**config.mk**
```make
export PLATFORM = sky130hd
export DESIGN_NAME = idelay_sweep_counter
export DESIGN_NICKNAME = d
export VERILOG_FILES = /design/src/rtl/idelay_sweep_counter.sv
export SDC_FILE = /design/constraint.sdc
export NUM_CORES = 1
export LEC_CHECK = 0
export BUFFER_PORTS_ARGS = -buffer_cell sky130_fd_sc_hd__buf_2
export CORE_ASPECT_RATIO = 1.75
export CORE_MARGIN = 2
export CORE_UTILIZATION = 32
export DETAILED_ROUTE_END_ITERATION = 16
export GPL_ROUTABILITY_DRIVEN = 0
export SYNTH_ARGS = -nofsm -noshare
export SYNTH_HDL_FRONTEND = slang
export SYNTH_SLANG_ARGS = --single-unit
```
**constraint.sdc**
```tcl
create_clock -name CLK -period 2.63 [get_ports CLK]
set_input_delay 0.526 -clock CLK [delete_from_list [all_inputs] [get_ports CLK]]
set_output_delay 0.526 -clock CLK [all_outputs]
set_load 0.02 [all_outputs]
```
**src/rtl/idelay_sweep_counter.sv**
```systemverilog
// Multi-channel IDELAY sweep/dwell error counter: steps a shared tap through a range,
// measures per-lane strobe/error counts in a fixed window and streams one record per (tap, lane).
module idelay_sweep_counter #(
  parameter int CHANNELS         = 4,
  parameter int TAP_WIDTH        = 5,
  parameter int COUNT_WIDTH      = 24,
  parameter int HOLDOFF_TIME     = 100,
  parameter int MEASURE_TIME     = 10000,
  parameter int TRIGGER_INTERVAL = 50000000,
  localparam int CH_W            = $clog2((CHANNELS > 2) ? CHANNELS : 2)
) (
  input  logic                   CLK,
  input  logic                   RSTN,
  input  logic                   AUTO,
  input  logic                   START,
  input  logic                   MODE,
  input  logic [TAP_WIDTH-1:0]   TAP_LO,
  input  logic [TAP_WIDTH-1:0]   TAP_HI,
  input  logic [CHANNELS-1:0]    I_STB,
  input  logic [CHANNELS-1:0]    I_ERR,
  output logic                   DLY_LD,
  output logic [TAP_WIDTH-1:0]   DLY_CNT,
  output logic                   BUSY,
  output logic                   O_VALID,
  input  logic                   O_READY,
  output logic [TAP_WIDTH-1:0]   O_TAP,
  output logic [CH_W-1:0]        O_CH,
  output logic [COUNT_WIDTH-1:0] O_ERR,
  output logic [COUNT_WIDTH-1:0] O_SMP,
  output logic                   O_LAST
);

  localparam int TMR_MAX = (HOLDOFF_TIME > MEASURE_TIME) ? HOLDOFF_TIME : MEASURE_TIME;
  localparam int TMR_W   = (TMR_MAX > 1) ? $clog2(TMR_MAX) : 1;
  localparam int IVL_W   = (TRIGGER_INTERVAL > 1) ? $clog2(TRIGGER_INTERVAL) : 1;

  localparam logic [TMR_W-1:0] HOLD_LAST = TMR_W'((HOLDOFF_TIME > 0) ? HOLDOFF_TIME - 1 : 0);
  localparam logic [TMR_W-1:0] MEAS_LAST = TMR_W'((MEASURE_TIME > 0) ? MEASURE_TIME - 1 : 0);
  localparam logic [IVL_W-1:0] IVL_LAST  = IVL_W'((TRIGGER_INTERVAL > 0) ? TRIGGER_INTERVAL - 1 : 0);
  localparam logic [CH_W-1:0]  CH_LAST   = CH_W'(CHANNELS - 1);

  typedef enum logic [2:0] {
    S_IDLE,
    S_LOAD,
    S_HOLDOFF,
    S_MEASURE,
    S_DUMP
  } state_t;

  state_t                 state_q, state_d;
  logic [IVL_W-1:0]       ivl_q, ivl_d;
  logic                   ivl_hit;
  logic                   trig;
  logic [TMR_W-1:0]       tmr_q, tmr_d;
  logic [TAP_WIDTH-1:0]   tap_q, tap_d;
  logic [TAP_WIDTH-1:0]   end_q, end_d;
  logic [COUNT_WIDTH-1:0] err_q [CHANNELS];
  logic [COUNT_WIDTH-1:0] err_d [CHANNELS];
  logic [COUNT_WIDTH-1:0] smp_q [CHANNELS];
  logic [COUNT_WIDTH-1:0] smp_d [CHANNELS];
  logic                   o_valid_q, o_valid_d;
  logic [TAP_WIDTH-1:0]   o_tap_q, o_tap_d;
  logic [CH_W-1:0]        o_ch_q, o_ch_d;
  logic [COUNT_WIDTH-1:0] o_err_q, o_err_d;
  logic [COUNT_WIDTH-1:0] o_smp_q, o_smp_d;
  logic                   o_last_q, o_last_d;
  logic                   clr_cnt;
  logic                   rec_load;

  always_comb begin
    ivl_hit = AUTO && (ivl_q == IVL_LAST);
    trig    = START || ivl_hit;
    ivl_d   = (AUTO && !ivl_hit) ? ivl_q + 1'b1 : '0;
  end

  always_comb begin
    state_d   = state_q;
    tmr_d     = tmr_q;
    tap_d     = tap_q;
    end_d     = end_q;
    err_d     = err_q;
    smp_d     = smp_q;
    o_valid_d = o_valid_q;
    o_tap_d   = o_tap_q;
    o_ch_d    = o_ch_q;
    o_err_d   = o_err_q;
    o_smp_d   = o_smp_q;
    o_last_d  = o_last_q;
    clr_cnt   = 1'b0;
    rec_load  = 1'b0;

    unique case (state_q)
      S_IDLE: begin
        if (trig) begin
          tap_d   = TAP_LO;
          end_d   = (MODE || (TAP_HI < TAP_LO)) ? TAP_LO : TAP_HI;
          state_d = S_LOAD;
        end
      end
      S_LOAD: begin
        tmr_d = '0;
        if (HOLDOFF_TIME == 0) begin
          clr_cnt = 1'b1;
          state_d = S_MEASURE;
        end else begin
          state_d = S_HOLDOFF;
        end
      end
      S_HOLDOFF: begin
        if (tmr_q == HOLD_LAST) begin
          tmr_d   = '0;
          clr_cnt = 1'b1;
          state_d = S_MEASURE;
        end else begin
          tmr_d = tmr_q + 1'b1;
        end
      end
      S_MEASURE: begin
        for (int unsigned c = 0; c < CHANNELS; c++) begin
          if (I_STB[c]) begin
            if (smp_d[c] != '1) smp_d[c] = smp_d[c] + 1'b1;
            if (I_ERR[c] && (err_d[c] != '1)) err_d[c] = err_d[c] + 1'b1;
          end
        end
        // The first record is built from err_d/smp_d so the final window sample is included.
        if (tmr_q == MEAS_LAST) begin
          tmr_d    = '0;
          o_ch_d   = '0;
          rec_load = 1'b1;
          state_d  = S_DUMP;
        end else begin
          tmr_d = tmr_q + 1'b1;
        end
      end
      S_DUMP: begin
        if (O_READY) begin
          if (o_ch_q == CH_LAST) begin
            o_valid_d = 1'b0;
            o_last_d  = 1'b0;
            if (tap_q == end_q) begin
              state_d = S_IDLE;
            end else begin
              tap_d   = tap_q + 1'b1;
              state_d = S_LOAD;
            end
          end else begin
            o_ch_d   = o_ch_q + 1'b1;
            rec_load = 1'b1;
          end
        end
      end
      default: state_d = S_IDLE;
    endcase

    if (clr_cnt) begin
      for (int unsigned c = 0; c < CHANNELS; c++) begin
        err_d[c] = '0;
        smp_d[c] = '0;
      end
    end

    if (rec_load) begin
      o_valid_d = 1'b1;
      o_tap_d   = tap_q;
      o_err_d   = err_d[o_ch_d];
      o_smp_d   = smp_d[o_ch_d];
      o_last_d  = (tap_q == end_q) && (o_ch_d == CH_LAST);
    end
  end

  always_ff @(posedge CLK or negedge RSTN) begin
    if (!RSTN) begin
      state_q   <= S_IDLE;
      ivl_q     <= '0;
      tmr_q     <= '0;
      tap_q     <= '0;
      end_q     <= '0;
      o_valid_q <= 1'b0;
      o_tap_q   <= '0;
      o_ch_q    <= '0;
      o_err_q   <= '0;
      o_smp_q   <= '0;
      o_last_q  <= 1'b0;
      for (int unsigned c = 0; c < CHANNELS; c++) begin
        err_q[c] <= '0;
        smp_q[c] <= '0;
      end
    end else begin
      state_q   <= state_d;
      ivl_q     <= ivl_d;
      tmr_q     <= tmr_d;
      tap_q     <= tap_d;
      end_q     <= end_d;
      o_valid_q <= o_valid_d;
      o_tap_q   <= o_tap_d;
      o_ch_q    <= o_ch_d;
      o_err_q   <= o_err_d;
      o_smp_q   <= o_smp_d;
      o_last_q  <= o_last_d;
      for (int unsigned c = 0; c < CHANNELS; c++) begin
        err_q[c] <= err_d[c];
        smp_q[c] <= smp_d[c];
      end
    end
  end

  // tap_q only changes when a LOAD is entered, so it doubles as the held IDELAY value.
  assign DLY_LD  = (state_q == S_LOAD);
  assign DLY_CNT = tap_q;
  assign BUSY    = (state_q != S_IDLE);
  assign O_VALID = o_valid_q;
  assign O_TAP   = o_tap_q;
  assign O_CH    = o_ch_q;
  assign O_ERR   = o_err_q;
  assign O_SMP   = o_smp_q;
  assign O_LAST  = o_last_q;

endmodule

```
==> results by group <==
Timing
  – FMAX: slightly below 400 MHz
  – Fin crit period: between 2 and 3 ns
  – Crit share post-route: a little over nine tenths
  – Final Setup Violations: 0
  – Final Skew: between 0.03 and 0.04 ns
  – Unrepaired setup endpoints after global routing: true
  – Hold slack: between 0.2 and 0.25 ns
  – Worst slew margin: between 50 and 60%
  – Least-Margin Pin Slew: between 0.6 and 0.7 ns
  – Fin. Hold Viols: 0
  – Max Slew Vio Count: 0
  – PnR worst setup slack: 0.03791 ns

Floorplan
  – I/O pin cnt: 88
  – Die Span X: roughly 180 µm
  – Die area: ~54000 µm²
  – Row Count: between 100 and 150
  – CORE AREA: roughly 50000 µm²
  – Die H: 306.3 µm
  – Initial core utilization: 32.47%

Detailed routing
  – M1 WL: between 20000 and 25000 µm
  – Vias: between 10000 and 15000
  – Final wirelength: 58130 µm
  – Vias/cell: between 5 and 6
  – Metal2 WL: ~29000 µm
  – DRC Markers: 0
  – WL/cell: 21.48 µm
  – Detailed Route Iter0 Violations: between 1000 and 1500
  – Pre-antenna DRT Iters: 5
  – Met3 WL: 2386 µm
  – Final ANT Viol Nets: 0
  – Top sig layer: met4

GRT
  – Total gr overflow: 0
  – Initial antenna violation count: 4
  – Largest net degree at the start of global routing: 84
  – Vias in the first global route: 15257
  – GRT Total Usage: around 21%
  – First-pass GRT wire length: slightly below 90000 µm

Placed design
  – Pre-CTS WS: -0.08996 ns
  – IO Port Bufs: just under 90
  – Dpl hpwl: 44740 µm

Final layout
  – Most frequent cells in the layout: dfrtp_1 (298), nor2_1 (280), buf_4 (164)
  – Share of layout cells above drive strength 1: about a fifth
  – Utilization after layout: slightly below 40%
  – Commonest non-fill, non-tap cell in the layout: dfrtp_1
  – Nets: just over 2000
  – Fillers: 5106
  – Area grow syn2layout: 21.67%

Clocking
  – H-tree depth: 1
  – Clk sinks: 302
  – CTS tree: built
  – CTS Buffer Depth: 3
  – Cts bufs inserted: 29
  – Clk root buf: clkbuf_16
  – Reg clk slew, reported paths: around 0.070 ns
  – Latest clock arrival within the worst-skew pair: about 0.6 ns

Flow run
  – MaxCap Viol Count: 0

Power
  – Sw frac: 37.56%
  – Clock share of power: between 20 and 30%
  – Pwr Total: roughly 16 mW
  – Pwr dens: around 790 nW/µm²
  – Worst VDD drop: ~0.50 mV
  – Reg power frac: around two fifths
  – Leakage: about 8.8 nW
  – Combinational power share: 32.7%
  – Internal: 10.06 mW
  – Switching power: 6.053 mW

Logic synthesis
  – Ys flop type: dfrtp_1
  – Unique cell type count in the Yosys netlist: around 100
  – Mapped Cells: approximately 1800
  – Syn Nets: about 1800
  – Number of flops mapped to enable cells by yosys: 0
  – Avg Cell Area, Syn: 9.332 µm²
  – #FFs+latches synth: just over 300
  – FFs w/ async S/R, synth: 100.0%
  – Syn. warnings: 0
  – Cell Area, Synth: ~17000 µm²
  – Register area share after synthesis: between 40% and 50%

Critical path
  – Crit path launch type: register
  – Crit Path Max Fanout: 18
  – CP Data Required Time: 3.14 ns
  – Arr. time, crit path: approximately 3.1 ns
  – Critical path capture point type: register
  – Worst R2R Path Depth: 10
  – CP Class: reg2reg

Worst hold path
  – Worst Hold Depth: 2
  – Hold Crit Class: in2reg

Outcome
  – Status: finished, final reports clean
## cells in the mapped netlist (all sizes together), types with 5 or more instances
| cell | count | area share, % |
|---|---|---|
| dfrtp | 302 | 45 |
| nor2 | 286 | 6.5 |
| nand2 | 155 | 3.5 |
| xnor2 | 122 | 6.4 |
| nand3 | 84 | 2.5 |
| nand4 | 69 | 2.6 |
| xor2 | 68 | 3.6 |
| nor3 | 57 | 1.9 |
| o21ai | 51 | 1.6 |
| buf | 44 | 1.4 |
| a21oi | 42 | 1.3 |
| and3 | 40 | 1.5 |
| clkbuf | 36 | 1.2 |
| inv | 34 | 0.76 |
| nor4 | 31 | 1.4 |
| and2 | 30 | 1.1 |
| mux2i | 29 | 1.7 |
| a211oi | 22 | 1.0 |
| and4 | 21 | 1.1 |
| or3 | 20 | 0.82 |
| a31oi | 19 | 0.71 |
| o22a | 18 | 0.95 |
| o22ai | 16 | 0.60 |
| ha | 15 | 1.1 |
| nand2b | 13 | 0.49 |
| o31ai | 11 | 0.49 |
| or4 | 11 | 0.54 |
| o221ai | 10 | 0.52 |
| a211o | 8 | 0.42 |
| nand4b | 7 | 0.49 |
| o211ai | 7 | 0.31 |
| nor2b | 6 | 0.22 |
| nor3b | 6 | 0.30 |
| o2111ai | 6 | 0.31 |
| a21boi | 5 | 0.22 |
| a221o | 5 | 0.30 |
| a31o | 5 | 0.26 |
| and4b | 5 | 0.30 |
| mux2 | 5 | 0.34 |
| o211a | 5 | 0.30 |
## power groups by stage
| stage | sequential, mW | combinational (mW) | clock, mW |
|---|---|---|---|
| 6_report | 6.23 | 5.27 | 4.62 |
| 5_1_grt | 6.33 | 5.64 | 4.88 |
| 4_1_cts | 6.19 | 5.14 | 4.70 |
| 3_5_place_dp | 6.27 | 5.11 | 0 |
| 3_3_place_gp | 6.26 | 5.01 | 0 |
| 2_1_floorplan | 6.45 | 2.57 | 0 |
## final timing paths
check	from	end	slack, ns
worst max-delay path	tmr_q[0]	O_SMP[21]	0.04
worst min-delay path	AUTO	ivl_q[6]	0.24
worst max register to register	tmr_q[0]	O_SMP[21]	0.04
worst min register to register	O_TAP[4]	O_TAP[4]	0.46
max in group asynchronous	RSTN	err_q[66]	1.42
min in group asynchronous	RSTN	err_q[43]	0.42
## repair_timing
| item | in CTS | in global routing |
|---|---|---|
| pin swaps | 0 | 7 |
| endpoints found under the setup margin | 3 | 78 |
| hold buffers | 1 | 0 |
| resized for setup | 3 | 41 |
| buffers inserted | 0 | 5 |
| cloned | 0 | 1 |
| endpoints found under the hold margin | 30 | 0 |
## flip-flops by register name, indices dropped and copies added, names as in the netlist
register / flops
err_q: 96
ivl_q: 26
O_ERR: 24
smp_q: 96
O_LAST: 1
O_CH: 2
end_q: 5
tmr_q: 14
DLY_CNT: 5
O_SMP: 24
O_TAP: 5
O_VALID: 1
state_q: 3
## critical path, stage by stage, from the launching register on
cell and delay [ns]:
dfrtp_1 0.42, ha_2 0.22, and3_2 0.24, and4_1 0.21, a21o_2 0.23, clkinv_1 0.11
buf_12 0.18, nand2_1 0.34, a21oi_2 0.30, o21ai_1 0.10, a31oi_1 0.17
## logic make-up after synthesis
family          share of synthesized area (%)
compound gates                          11.88
xor+xnor                                9.957
fa+ha+maj                               1.123
buf+inv                                 3.331
flops                                   45.22
mux                                     2.208
simple gates                            26.28
## area by class of cell
type,instances,area (µm²),area share [%]
multi-input cells,1375,8816,43.35
well taps,672,840.8,4.135
clock inverters,13,202.7,0.9967
clock buffers,39,823.3,4.048
diodes,4,10.01,0.04922
flip-flops and latches,302,7562,37.19
inverters,35,131.4,0.6460
repair buffers,266,1949,9.586
## per-stage QoR
stage                     setup TNS (ns)  instances  cell area [µm²]
after floorplan                        0       1791            16710
after global placement           -0.1139       2643            19060
after detailed placement         -0.2198       2643            19060
after CTS                              0       2696            20110
after global routing                   0       2706            20340
final                                  0       2706            20340
## layer usage
layer	vias to the layer above	GRT usage [%]
li1	6861	-
met1	7290	22.31
met2	504	37.85
met3	203	2.369
met4	0	18.99
met5	-	0
Power figures use the tool's default switching activity.
